### config.mk
export PLATFORM = sky130hd
export DESIGN_NAME = ahb_arbiter_core
export DESIGN_NICKNAME = d
export VERILOG_FILES = /design/src/rtl/integration_pkg.sv /design/src/rtl/arb_priority_sel.sv /design/src/rtl/ahb_arbiter_core.sv
export SDC_FILE = /design/constraint.sdc
export NUM_CORES = 1
export LEC_CHECK = 0
export CAP_MARGIN = 0
export CORE_ASPECT_RATIO = 1.2
export CORE_MARGIN = 3
export CORE_UTILIZATION = 30
export DETAILED_ROUTE_END_ITERATION = 12
export PLACE_DENSITY = 0.6
export SYNTH_ARGS = -nofsm -noshare
export SYNTH_HDL_FRONTEND = slang
export SYNTH_HIERARCHICAL = 1
export SYNTH_SLANG_ARGS = --single-unit
### constraint.sdc
create_clock -name hclk -period 5.69 [get_ports hclk]
set_clock_uncertainty 0.15 [all_clocks]
set_input_delay 1.138 -clock hclk [delete_from_list [all_inputs] [get_ports hclk]]
set_output_delay 1.138 -clock hclk [all_outputs]
set_load 0.02 [all_outputs]
### src/rtl/integration_pkg.sv
// Shared AHB definitions for the arbiter slice.
//   htrans_t / hburst_t : AHB transfer and burst encodings
//   MASTER_NUMBER       : largest supported master count (sets index width)
//   burst_len()         : beats-1 for a burst type (0 for SINGLE/INCR)
package integration_pkg;

  localparam int MASTER_NUMBER = 16;
  localparam int MIDX_W        = 4;

  typedef enum logic [1:0] {
    IDLE   = 2'd0,
    BUSY   = 2'd1,
    NONSEQ = 2'd2,
    SEQ    = 2'd3
  } htrans_t;

  typedef enum logic [2:0] {
    SINGLE = 3'd0,
    INCR   = 3'd1,
    WRAP4  = 3'd2,
    INCR4  = 3'd3,
    WRAP8  = 3'd4,
    INCR8  = 3'd5,
    WRAP16 = 3'd6,
    INCR16 = 3'd7
  } hburst_t;

  function automatic logic [MIDX_W-1:0] burst_len(input hburst_t b);
    case (b)
      WRAP4,  INCR4:  burst_len = 4'd3;
      WRAP8,  INCR8:  burst_len = 4'd7;
      WRAP16, INCR16: burst_len = 4'd15;
      default:        burst_len = 4'd0;  // SINGLE, undefined-length INCR
    endcase
  endfunction

endpackage

### src/rtl/arb_priority_sel.sv
// Combinational winner selection.
//   i_req   : request vector, one bit per master
//   i_start : round-robin scan start index
//   i_mode  : 0 = fixed priority (index 0 highest), 1 = round-robin from i_start
//   o_idx   : winning master index (0 when nobody requests)
//   o_valid : at least one request present
module arb_priority_sel
  import integration_pkg::*;
#(
  parameter int N = 4
) (
  input  logic [N-1:0]      i_req,
  input  logic [MIDX_W-1:0] i_start,
  input  logic              i_mode,
  output logic [MIDX_W-1:0] o_idx,
  output logic              o_valid
);

  always_comb begin : p_sel
    int j;
    j       = 0;
    o_idx   = '0;
    o_valid = 1'b0;
    if (!i_mode) begin
      // Scan downward so the lowest asserted index is the last one written.
      for (int i = N-1; i >= 0; i--) begin
        if (i_req[i]) begin
          o_idx   = MIDX_W'(i);
          o_valid = 1'b1;
        end
      end
    end else begin
      // Same trick on the rotated order: offset 0 from i_start wins.
      for (int k = N-1; k >= 0; k--) begin
        j = (int'(i_start) + k) % N;
        if (i_req[j]) begin
          o_idx   = MIDX_W'(j);
          o_valid = 1'b1;
        end
      end
    end
  end

endmodule

### src/rtl/ahb_arbiter_core.sv
// AHB bus-ownership arbiter. Re-arbitrates only at legal handover points:
// hready high, burst counter at zero, and current owner not holding a lock.
//   hclk, hreset : clock, synchronous active-high reset
//   hbusreq      : per-master bus request
//   hlock        : per-master locked-access request
//   htrans       : transfer type of the current owner
//   hburst       : burst type of the current owner
//   hready       : address-phase advance
//   hgrant       : one-hot grant (registered, never zero)
//   hmaster      : address-phase owner index (registered)
//   hmastlock    : current transfer is locked (registered)
module ahb_arbiter_core
  import integration_pkg::*;
#(
  parameter int NUM_MASTERS    = 4,
  parameter int DEFAULT_MASTER = NUM_MASTERS-1,
  parameter int ARB_MODE       = 0
) (
  input  logic                   hclk,
  input  logic                   hreset,
  input  logic [NUM_MASTERS-1:0] hbusreq,
  input  logic [NUM_MASTERS-1:0] hlock,
  input  logic [1:0]             htrans,
  input  logic [2:0]             hburst,
  input  logic                   hready,
  output logic [NUM_MASTERS-1:0] hgrant,
  output logic [3:0]             hmaster,
  output logic                   hmastlock
);

  localparam logic [MIDX_W-1:0] DEF_IDX  = MIDX_W'(DEFAULT_MASTER);
  localparam logic [MIDX_W-1:0] LAST_IDX = MIDX_W'(NUM_MASTERS-1);
  localparam logic              RR_MODE  = (ARB_MODE != 0);

  logic [NUM_MASTERS-1:0]   r_hgrant;
  logic [MIDX_W-1:0]        r_owner;
  logic [MIDX_W-1:0]        r_hmaster;
  logic                     r_hmastlock;
  logic [MIDX_W-1:0]        r_burst_cnt;
  logic [MIDX_W-1:0]        r_rr_ptr;

  logic [MASTER_NUMBER-1:0] w_lock16;
  logic [MASTER_NUMBER-1:0] w_req16;
  logic                     w_own_locked;
  logic                     w_arb_en;
  logic [MIDX_W-1:0]        w_sel_idx;
  logic                     w_sel_vld;
  logic [MIDX_W-1:0]        w_win;
  logic [MIDX_W-1:0]        w_ptr_nxt;
  logic [MIDX_W-1:0]        w_cnt_nxt;

  arb_priority_sel #(.N(NUM_MASTERS)) u_sel (
    .i_req   (hbusreq),
    .i_start (r_rr_ptr),
    .i_mode  (RR_MODE),
    .o_idx   (w_sel_idx),
    .o_valid (w_sel_vld)
  );

  // Widen to the full index range so r_owner can index without truncation.
  always_comb begin
    w_lock16 = '0;
    w_req16  = '0;
    w_lock16[NUM_MASTERS-1:0] = hlock;
    w_req16[NUM_MASTERS-1:0]  = hbusreq;
  end

  assign w_own_locked = w_lock16[r_owner] & w_req16[r_owner];
  assign w_arb_en     = hready & (r_burst_cnt == '0) & ~w_own_locked;
  assign w_win        = w_sel_vld ? w_sel_idx : DEF_IDX;
  assign w_ptr_nxt    = (w_win == LAST_IDX) ? '0 : w_win + 4'd1;

  // Remaining-beats counter; only moves on an accepted address phase.
  always_comb begin
    w_cnt_nxt = r_burst_cnt;
    if (hready) begin
      case (htrans_t'(htrans))
        NONSEQ:  w_cnt_nxt = burst_len(hburst_t'(hburst));
        SEQ:     if (r_burst_cnt != '0) w_cnt_nxt = r_burst_cnt - 4'd1;
        IDLE:    w_cnt_nxt = '0;  // early termination frees the bus
        default: w_cnt_nxt = r_burst_cnt;  // BUSY holds
      endcase
    end
  end

  always_ff @(posedge hclk) begin
    if (hreset) begin
      r_hgrant    <= NUM_MASTERS'(1) << DEFAULT_MASTER;
      r_owner     <= DEF_IDX;
      r_hmaster   <= DEF_IDX;
      r_hmastlock <= 1'b0;
      r_burst_cnt <= '0;
      r_rr_ptr    <= '0;
    end else begin
      r_burst_cnt <= w_cnt_nxt;
      if (w_arb_en && (w_win != r_owner)) begin
        r_owner  <= w_win;
        r_hgrant <= NUM_MASTERS'(1) << w_win;
        r_rr_ptr <= w_ptr_nxt;
      end
      // Address phase follows the grant by one accepted transfer.
      if (hready) begin
        r_hmaster   <= r_owner;
        r_hmastlock <= w_lock16[r_owner];
      end
    end
  end

  assign hgrant    = r_hgrant;
  assign hmaster   = r_hmaster;
  assign hmastlock = r_hmastlock;

endmodule

==> summary by stage, run 1 <==
Status
The run finished with clean final reports.

Pwr
The areal power density over the cells is 233 nW/um2. In this run the static leakage power is 0.635 nW. Across the VDD grid, the largest voltage drop is 0.0000978 V.

The total power is 363 uW.

Detailed routing
The final route contains ~1200 vias. After detailed routing, the average wire length per cell comes to 12.8 um. After detailed routing, the number of remaining DRC violations is 0. The DRC violation total after the first TritonRoute iteration is 38. Dividing the detail-routed via count by the number of cells gives 5.14. The aggregate routed wire length is 2930 um. The pre-antenna-repair detailed-routing pass consisted of 4 iterations. The detail route stage leaves a number of antenna-violating nets equal to 0.

STA
Setup repair after global routing left no endpoint under its margin. The worst path in the final design needs a cycle of 3890 ps, including I/O delays and setup. The number of failing hold endpoints at the final stage came to 0. At the pin with the least slew margin, the transition time is a little over 800 ps. The total count of max-transition violations in the final report is 0.

Setup violations remaining at the end of the flow were counted as 0. Adding up every negative setup slack in the final design gives 0 ps. The least setup slack across all paths after layout is around 1800 ps. The headroom to the max-slew limit is 45.4%. The highest achievable clock rate is 257 MHz. Of the available clock period, the critical path in the final layout requires 68.4%.

Synthesis
The synthesis warning total is 6. The gate count of the mapped netlist is between 150 and 200. The average size of a mapped cell is 8.26 um2. The post-synthesis instance area is around 1300 um2.

Layout
The number of antenna diodes in the final layout is 0. Leaving out fill and tap cells, the most frequent cells in the layout are sky130_fd_sc_hd__clkdlybuf4s50_1 (23), sky130_fd_sc_hd__dfxtp_1 (19), sky130_fd_sc_hd__o21ai_0 (15), sky130_fd_sc_hd__nor2_1 (11), sky130_fd_sc_hd__a21oi_1 (11). Once layout is done, the placed cells without fillers occupy 1560 um2. The non-filler instance count after layout is approximately 230.

The most common cell after layout, fill and taps aside is sky130_fd_sc_hd__clkdlybuf4s50_1. The net count of the finished layout is slightly below 200. The layout cell share with drive strength beyond 1 is 8.00%. The relative area change from synthesis to final layout is 24.2%.

Hold path
The worst min-delay path endpoint is hgrant[2]$_SDFFE_PP0P_. The worst hold path was traced through 2 stages. The critical hold path startpoint is hgrant[2]$_SDFFE_PP0P_.

The class of the most critical hold timing path is flip-flop to flip-flop.

Place
Once placement completed, the tool counted placed cells totaling 225. Prior to clock tree synthesis, the placed netlist has a worst setup slack of 1590 ps. At the end of routability-driven placement, the weighted congestion stood at 0.788.

The instance area at placement is about 1500 um2. The final HPWL from detailed placement is 2240 um. Buffers placed on the I/O ports in this run total 23.

Setup path
The sort of element at the start of the critical path is an input pin. The kind of cell with the highest combined delay on the critical path is compound AO/OA/AOI/OAI gates. STA puts the critical path data required time at 5680 ps.

The peak per-stage delay on the critical path is between 500 and 600 ps. The worst reg2reg path startpoint is r_owner[1]$_SDFFE_PP1P_. The worst setup path is of the input pin to flip-flop kind. The worst flop-to-flop path endpoint is r_owner[0]$_SDFFE_PP1P_. Across all register-to-register paths, the minimum setup slack is 3520 ps.

The worst reg-to-reg path cell count is 5. The number of buffers and inverters on the critical path is 1. The library cell contributing the largest single delay on the critical path is sky130_fd_sc_hd__a311oi_1. In this run the worst path has a maximum fanout of 7. At the worst endpoint, the arrival time is 3890 ps.

Walking the worst path, the cells encountered are clkdlybuf4s50_1 > nor2_1 > a21oi_1 > a311oi_1 > nor2b_1 > a32o_1 > o22a_1 > or4_1 > o31a_1. The worst setup path is captured at a flip-flop.

GRT
Entering global routing, the biggest net connects 25 pins. The number of global-route vias before repair is roughly 1200. In the global route stage, overall resource usage came out at around 12%.

Global routing finished with a remaining overflow of 0. The first global-routing pass estimated 5000 um of wire. The number of antenna violations at the first check in global routing is 0.

Floorplanning
25 I/O pins were placed. The die span in x is between 60 and 70 um. The area of the placeable core is around 4000 um2. The initial standard-cell utilization of the core is 31.6%.

The vertical extent of the die is about 77 um. After floorplanning, the core was divided into 25 placement rows. The die covers 5000 um2.

CTS
TritonCTS built the clock tree. After clock tree synthesis, the repair step resized 0 gates. The number of hold buffers added after CTS was 0.

The tree built by TritonCTS fans out to 19 sinks. Clock-pin slew was measured on the worst setup and hold paths at 70 ps. The later pin in the worst-skew pair is clocked with a latency of around 250 ps. The longest clock path from root to sink contains 2 buffers.

The root cell of the clock tree is sky130_fd_sc_hd__clkbuf_8. The post-CTS setup buffer count is 0. The number of clock buffers added by TritonCTS is 3. CTS built an H-tree with a depth of 1.

Job
Across the run, the number of max-cap violations was 0.
## through the flow
| stage | util (%) | hold slack (ps) |
|---|---|---|
| 3_5_place_dp | 38.1 | 314 |
| 4_1_cts | 39.2 | 329 |
| 3_3_place_gp | 38.1 | 319 |
| 6_report | 39.2 | 327 |
| 2_1_floorplan | - | 313 |
| 5_1_grt | 39.2 | 338 |
## final cells by class
type	instances	area (um2)
clock inverters	1	5.00
clock buffers	3	41.3
fillers	426	2410
multi-input cells	121	805
flip-flops and latches	19	380
inverters	8	30.0
repair buffers	23	230
well taps	54	67.6
## flip-flops by register name (all words and copies together), names as in the netlist
register,cells
r_rr_ptr,2
hmastlock,1
hmaster,4
r_burst_cnt,4
hgrant,4
r_owner,4
## layer usage
layer | global-route usage [%] | vias up | wire [um]
li1 | - | 587 | -
met2 | 23.1 | 23 | 1510
met1 | 13.4 | 565 | 1290
met5 | 0 | - | 0
met3 | 2.20 | 2 | 116
met4 | 4.15 | 0 | 14
## power breakdown
group          switching, mW  internal (mW)  leakage, nW
registers             0.0151          0.144        0.156
clock network         0.0443         0.0486       0.0255
logic                 0.0563         0.0540        0.454
total                  0.116          0.247        0.635
## worst max-delay path by stage
stage / start / cells after the start / to / slack (ps)
4_1_cts: hbusreq[1] / 9 / r_owner[0]$_SDFFE_PP1P_ / 1840
3_3_place_gp: hbusreq[1] / 9 / r_owner[0]$_SDFFE_PP1P_ / 1640
3_5_place_dp: hbusreq[1] / 9 / r_owner[0]$_SDFFE_PP1P_ / 1590
5_1_grt: hbusreq[1] / 9 / r_owner[0]$_SDFFE_PP1P_ / 1650
6_report: hbusreq[1] / 9 / r_owner[0]$_SDFFE_PP1P_ / 1800
2_1_floorplan: hbusreq[1] / 8 / r_owner[0]$_SDFFE_PP1P_ / 2450
## worst register-to-register path, stage by stage, from the launching register on
cell,delay [ps]
sky130_fd_sc_hd__dfxtp_1,600
sky130_fd_sc_hd__nor2b_1,90
sky130_fd_sc_hd__a32o_1,290
sky130_fd_sc_hd__o22a_1,280
sky130_fd_sc_hd__or4_1,530
sky130_fd_sc_hd__o31a_1,130
(Power assumes the default switching activity.)
==> run 2: changes to the inputs <==
Clock period 5.69 ns to 3.9 ns, I/O delays scaled along.
==> summary by stage, run 2 (same netlist as run 1, synthesis figures left out) <==
Floorplanning
The vertical extent of the die is 76.9 um (unchanged). The initial standard-cell utilization of the core was 31.6% (unchanged). The site row count is 25 (unchanged).

The die footprint is 5000 um2 (unchanged). The die span in x is 65.0 um (unchanged). The area of the placeable core is 3970 um2 (unchanged). The top-level I/O count is 25 (unchanged).

Job
The count of maximum capacitance violations is 0 (unchanged).

GRT
The global-route wire length before repair was 5090 um (+1.7%). The sum of overflow across all layers after global routing is 0 (unchanged). The number of global-route vias before repair was 1194 (+2.0%). The largest net degree at the start of global routing is 15 (-40%). The number of antenna violations at the first check in global routing came to 0 (unchanged).

The total routing resource utilization after global routing came to 12.3% (+0.086 points).

STA
The count of endpoints failing setup in the final report is 0 (unchanged). The final critical path takes up a little over four fifths of the cycle. The headroom to the max-slew limit is 58.7% (+13 points). The transition time at the pin with the least slew margin is 617 ps (-200 ps).

The number of failing hold endpoints at the final stage is 0 (unchanged). The aggregate negative setup slack is 0 ps (unchanged). The total count of max-transition violations in the final report is 0 (unchanged).

The time the final worst path needs with I/O delays and setup is 3260 ps. Setup repair after global routing left no endpoint under its margin. The highest achievable clock rate is ~310 MHz.

Pwr
The leakage power summed over all cells was 0.649 nW (+2.2%). The fraction of power spent switching nets is 32.0% (+0.11 points). The total power is 534 uW (+47%).

The proportion of power drawn by flip-flops and latches came to 43.6% (-0.4 points). The net switching power came to 171 uW (+48%). The peak ir drop on the vdd network is 0.000131 V (+34%). The part of the power in combinational logic is 30.8% (+0.4 points).

The internal power came to 363 uW (+47%). The fraction of power consumed by the clock network was 25.6% (about the same). The areal power density over the cells was 337 nW/um2 (+45%).

CTS
The maximum clock path buffer count came to 2 (unchanged). The H-tree depth was 1 (unchanged). The post-CTS setup buffer count is 0 (unchanged). The total clock buffers created by CTS came to 3 (unchanged). The cell sitting at the root of the clock tree is a sky130_fd_sc_hd__clkbuf_8.

The clock-pin slew on the worst setup and hold paths is 70 ps (about the same). The total number of clock tree sinks was 19 (unchanged). The number of cells upsized or downsized after cts is 0 (unchanged). The worst-skew pair later-pin latency is 250 ps (about the same). The TritonCTS clock tree is yes. The number of hold-repair buffers added at the cts stage is 0 (unchanged).

Layout
Leaving out fill and tap cells, the most frequent cell in the layout is sky130_fd_sc_hd__clkdlybuf4s50_1. The number of antenna diodes came to 0 (unchanged). In the layout the commonest cells are sky130_fd_sc_hd__clkdlybuf4s50_1 (23), sky130_fd_sc_hd__dfxtp_1 (19), sky130_fd_sc_hd__o21ai_0 (15), sky130_fd_sc_hd__nor2_1 (11), sky130_fd_sc_hd__a21oi_1 (11).

The count of fill cells added during filler insertion was 432 (+1.4%). The relative area change from synthesis to final layout is 26.0%. The layout cell share with drive strength beyond 1 is 9.55% (+1.6 points). The final net count is 199 (+1.5%).

Detailed routing
The met3 layer wire length in the routed design is 162 um (+40%). The DRC violation total after the first TritonRoute iteration is 45 (+18%). The routed metal-1 wire length is 1310 um (+1.6%). The number of vias after detailed routing is 1178 (+0.085%). The number of vias per cell is 5.08 (-1.2%). The total iterations of the first detailed-routing run came to 4 (unchanged).

The antenna violation net count after detailed routing is 0 (unchanged). The aggregate routed wire length was 2910 um (-0.82%). The routed length per placed instance was 12.5 um (-2.1%). The met2 wirelength from detailed routing is 1430 um (-5.6%).

The highest signal layer in the routed design is met4. The total DRC errors in the routed layout is 0 (unchanged).

Setup path
The library cell contributing the largest single delay on the critical path is sky130_fd_sc_hd__clkdlybuf4s50_1. Walking the worst path, the cells encountered are clkdlybuf4s50_1 > a21oi_1 > o32ai_1 > nor3b_1 > a32o_1 > o22a_1 > or4_1 > o31a_1. The worst path buffer plus inverter count is 1 (unchanged). STA classifies the critical path endpoint as a flip-flop. The worst setup path is of the input pin to flip-flop kind. The worst-case register-to-register setup slack is 1740 ps (-1780 ps).

The biggest fanout along the worst timing path is 7 (unchanged). STA classifies the critical path startpoint as an input pin. The kind of cell with the highest combined delay on the critical path is compound AO/OA/AOI/OAI gates. The peak per-stage delay on the critical path is 590 ps (+50 ps). The data arrival time of the worst path was 3250 ps (-640 ps). The required time of the critical path is 3890 ps (-1790 ps).

Place
The total of buffers placed on input and output ports is 23 (unchanged). The final HPWL from detailed placement came to 2230 um (-0.33%). The final estimated routing congestion in global placement is 0.828 (+5.0%).

Hold path
The tightest min-delay check is of the flip-flop to flip-flop type.

Status
The run finished with clean final reports.
==> run 2: path summary, 6_finish.rpt <==
kind / depth (start not counted) / start / to
setup reg to reg: 5 / r_owner[0]$_SDFFE_PP1P_ / r_owner[0]$_SDFFE_PP1P_
hold / removal: 2 / hgrant[2]$_SDFFE_PP0P_ / hgrant[2]$_SDFFE_PP0P_
setup / recovery: 8 / hbusreq[1] / r_owner[0]$_SDFFE_PP1P_
hold reg to reg: 2 / hgrant[2]$_SDFFE_PP0P_ / hgrant[2]$_SDFFE_PP0P_
==> run 2: area by class of cell <==
cell class              count  area, um2  share of cell area, %
multi-input cells         121        805                   50.9
repair buffers             26        253                   16.0
well taps                  54       67.6                   4.27
clock buffers               3       41.3                   2.61
inverters                   8       30.0                   1.90
clock inverters             1       5.00                  0.316
flip-flops and latches     19        380                   24.1
==> run 2: worst register-to-register path, stage by stage, from the launching register on <==
cell and delay (ps):
sky130_fd_sc_hd__dfxtp_1 550, sky130_fd_sc_hd__mux2_2 410, sky130_fd_sc_hd__a22oi_4 160, sky130_fd_sc_hd__o211ai_2 180, sky130_fd_sc_hd__or4_1 480, sky130_fd_sc_hd__o31a_1 130
==> run 2: power by group through the flow <==
| stage | clock network, mW | registers (mW) | logic (mW) |
|---|---|---|---|
| after floorplan | 0 | 0.233 | 0.119 |
| after global placement | 0 | 0.236 | 0.158 |
| after detailed placement | 0 | 0.237 | 0.163 |
| after CTS | 0.141 | 0.233 | 0.164 |
| after global routing | 0.151 | 0.236 | 0.182 |
| final | 0.136 | 0.233 | 0.165 |
==> run 2: metrics by stage <==
| stage | cells | utilization [%] | hold slack [ps] | instance area [um2] | setup slack, ps |
|---|---|---|---|---|---|
| after floorplan | 157 | - | 313 | 1270 | 1020 |
| after global placement | 228 | 38.6 | 319 | 1540 | 456 |
| after detailed placement | 228 | 38.6 | 326 | 1540 | 386 |
| after CTS | 232 | 39.8 | 338 | 1580 | 643 |
| after global routing | 232 | 39.8 | 378 | 1580 | 455 |
| final | 232 | 39.8 | 335 | 1580 | 638 |
==> run 2: metal layers <==
metal	GRT usage, %	up-vias
met3	2.78	2
met5	0	-
met4	3.11	0
met1	15.4	554
met2	21.2	27
li1	-	595
==> run 3: changes to the inputs <==
Settings changed: PLACE_DENSITY 0.6 to 0.61.
Clock period 3.9 ns to 2.95 ns, I/O delays scaled along.
==> summary by stage, run 3 (same netlist as run 1, synthesis figures left out) <==
STA
After layout, the worst path uses 96.1% of the clock period. The post-route worst hold slack is 325 ps (-10.1 ps). The count of endpoints failing setup in the final report is 0 (unchanged).

Timing would allow up to 353 MHz. Setup repair after global routing left no endpoint under its margin. The total count of max-transition violations in the final report is 0 (unchanged). The time the final worst path needs with I/O delays and setup is approximately 2800 ps. The number of failing hold endpoints at the final stage came to 0 (unchanged).

CTS
The total number of clock tree sinks is 19 (unchanged). The total clock buffers created by CTS is 3 (unchanged). The H-tree depth is 1 (unchanged). The root buffer cell chosen for the clock tree is sky130_fd_sc_hd__clkbuf_8. The worst-skew pair later-pin latency came to 250 ps (about the same). The number of hold-repair buffers added at the cts stage is 0 (unchanged). The post-CTS setup buffer count is 0 (unchanged). The maximum clock path buffer count came to 2 (unchanged). TritonCTS built the clock tree. The clock-pin slew on the worst setup and hold paths is 70 ps (about the same).

Layout
The relative area change from synthesis to final layout is 37.7%. The core utilization of the finished layout is 43.5% (+3.7 points). The final net count is 217 (+9.0%). The number of antenna diodes came to 0 (unchanged).

The library cell used most frequently in the layout, excluding fill and tap cells, is sky130_fd_sc_hd__clkdlybuf4s50_1. The non-filler instance count after layout was 250 (+7.8%). The count of fill cells added during filler insertion is 418 (-3.2%).

The layout cell share with drive strength beyond 1 is 18.9% (+9.3 points). In the layout the commonest cells are sky130_fd_sc_hd__clkdlybuf4s50_1 (23), sky130_fd_sc_hd__buf_4 (21), sky130_fd_sc_hd__dfxtp_1 (19), sky130_fd_sc_hd__o21ai_0 (15).

Setup path
Walking the worst path, the cells encountered are clkdlybuf4s50_1 > or2_2 > a21oi_1 > a311oi_1 > buf_4 > xnor2_1 > a32o_1 > o22a_1 > or4_4 > o31a_1. The largest individual stage delay along the critical path comes from the cell sky130_fd_sc_hd__or4_4. The sort of element at the start of the critical path is an input pin. The critical path capture point type is a flip-flop. The biggest fanout along the worst timing path is 3 (-4).

The classification of the worst setup path is input pin to flip-flop. The startpoint identified for the worst register-to-register timing path is r_owner[0]$_SDFFE_PP1P_. The worst-case register-to-register setup slack came to 790 ps (-950 ps). The worst register-to-register path ends at r_owner[0]$_SDFFE_PP1P_.

The worst path buffer plus inverter count is 2 (+1). The worst reg-to-reg path cell count is 5 (unchanged). The data arrival time of the worst path is 2830 ps (-420 ps). The kind of cell with the highest combined delay on the critical path is simple AND/OR/NAND/NOR gates. The required time of the critical path came to 2950 ps (-940 ps).

The peak per-stage delay on the critical path was 490 ps (-100 ps).

GRT
The sum of overflow across all layers after global routing was 0 (unchanged). The largest net degree at the start of global routing came to 14 (-1). The global-route wire length before repair is 4900 um (-3.7%). The total routing resource utilization after global routing is 12.2% (-0.18 points). The number of antenna violations at the first check in global routing is 0 (unchanged).

The number of global-route vias before repair is 1073 (-10%).

Floorplanning
The area of the placeable core is 3970 um2 (unchanged). The vertical extent of the die is 76.9 um (unchanged). The initial standard-cell utilization of the core is 31.6% (unchanged). The die footprint is 5000 um2 (unchanged).

The die span in x is 65.0 um (unchanged). The site row count was 25 (unchanged). The top-level I/O count is 25 (unchanged).

Detailed routing
The number of vias after detailed routing is 1226 (+4.1%). The antenna violation net count after detailed routing came to 0 (unchanged). The number of vias per cell is 4.90 (-3.4%). The total iterations of the first detailed-routing run was 4 (unchanged).

The DRC violation total after the first TritonRoute iteration came to 22 (-51%). The aggregate routed wire length is 2900 um (-0.17%). The total DRC errors in the routed layout is 0 (unchanged). The routed length per placed instance is 11.6 um (-7.4%).

Place
The instance count after placement with tap cells included is 246 (+7.9%). The final estimated routing congestion in global placement is 0.814 (-1.7%). The total of buffers placed on input and output ports is 23 (unchanged).

The final HPWL from detailed placement is 2240 um (+0.51%).

Job
The count of maximum capacitance violations is 0 (unchanged).

Pwr
The total power is 734 uW (+38%). The peak ir drop on the vdd network came to 0.000235 V (+79%). The leakage power summed over all cells is 0.741 nW (+14%). The areal power density over the cells is 425 nW/um2 (+26%).

Hold path
The critical hold path startpoint is hgrant[0]$_SDFFE_PP0P_. The class of the most critical hold timing path is flip-flop to flip-flop. The number of cells traversed by the worst hold path is 2 (unchanged).

For hold timing, the worst endpoint is hgrant[0]$_SDFFE_PP0P_.

Status
The run finished with clean final reports.
[run 3: worst max path at each step]
stage	start	to	slack [ps]	depth (start not counted)
finish	hbusreq[2]	r_owner[0]$_SDFFE_PP1P_	110	10
global route	hbusreq[2]	r_owner[0]$_SDFFE_PP1P_	20	10
CTS	hbusreq[2]	r_owner[0]$_SDFFE_PP1P_	80	10
detailed placement	hbusreq[2]	r_owner[0]$_SDFFE_PP1P_	-180	10
global placement	hbusreq[2]	r_owner[0]$_SDFFE_PP1P_	-180	10
floorplan	hbusreq[1]	r_owner[0]$_SDFFE_PP1P_	260	8
[run 3: metal layers]
layer  wire length (um)  up-vias  global-route usage [%]
met1               1360      566                    15.9
li1                   -      631                       -
met3                104        4                    2.20
met5                  0        -                       0
met2               1410       25                    20.2
met4                 24        0                    3.73
[run 3: through the flow]
stage / setup WS, ps / setup TNS [ps] / instance area [um2]
after floorplan: 261 / 0 / 1270
after global placement: -181 / -619 / 1670
after detailed placement: -182 / -749 / 1670
after CTS: 78.7 / 0 / 1720
after global routing: 19.1 / 0 / 1730
final: 114 / 0 / 1730
[run 3: final cells by class]
| type | instances | area [um2] | area share [%] |
|---|---|---|---|
| clock inverter | 1 | 5.00 | 0.290 |
| timing repair buffer | 44 | 388 | 22.4 |
| inverter | 8 | 30.0 | 1.74 |
| clock buffer | 3 | 41.3 | 2.39 |
| multi-input combinational | 121 | 816 | 47.2 |
| sequential | 19 | 380 | 22.0 |
| tap | 54 | 67.6 | 3.91 |
[run 3: repair_timing]
item	4_1_cts	5_1_grt
endpoints found under the setup margin	0	2
gates resized for setup	0	2
hold endpoints to repair	0	0
[run 3: report_power, final]
part	internal (mW)	switching (mW)
combinational	0.131	0.112
sequential	0.278	0.0296
clock	0.0939	0.0893
total	0.503	0.231
[run 3: worst register-to-register path, stage by stage, from the launching register on]
cell,delay (ps)
sky130_fd_sc_hd__dfxtp_1,580
sky130_fd_sc_hd__mux2_2,420
sky130_fd_sc_hd__a22oi_4,160
sky130_fd_sc_hd__o211ai_2,180
sky130_fd_sc_hd__or4_4,460
sky130_fd_sc_hd__o31a_1,120
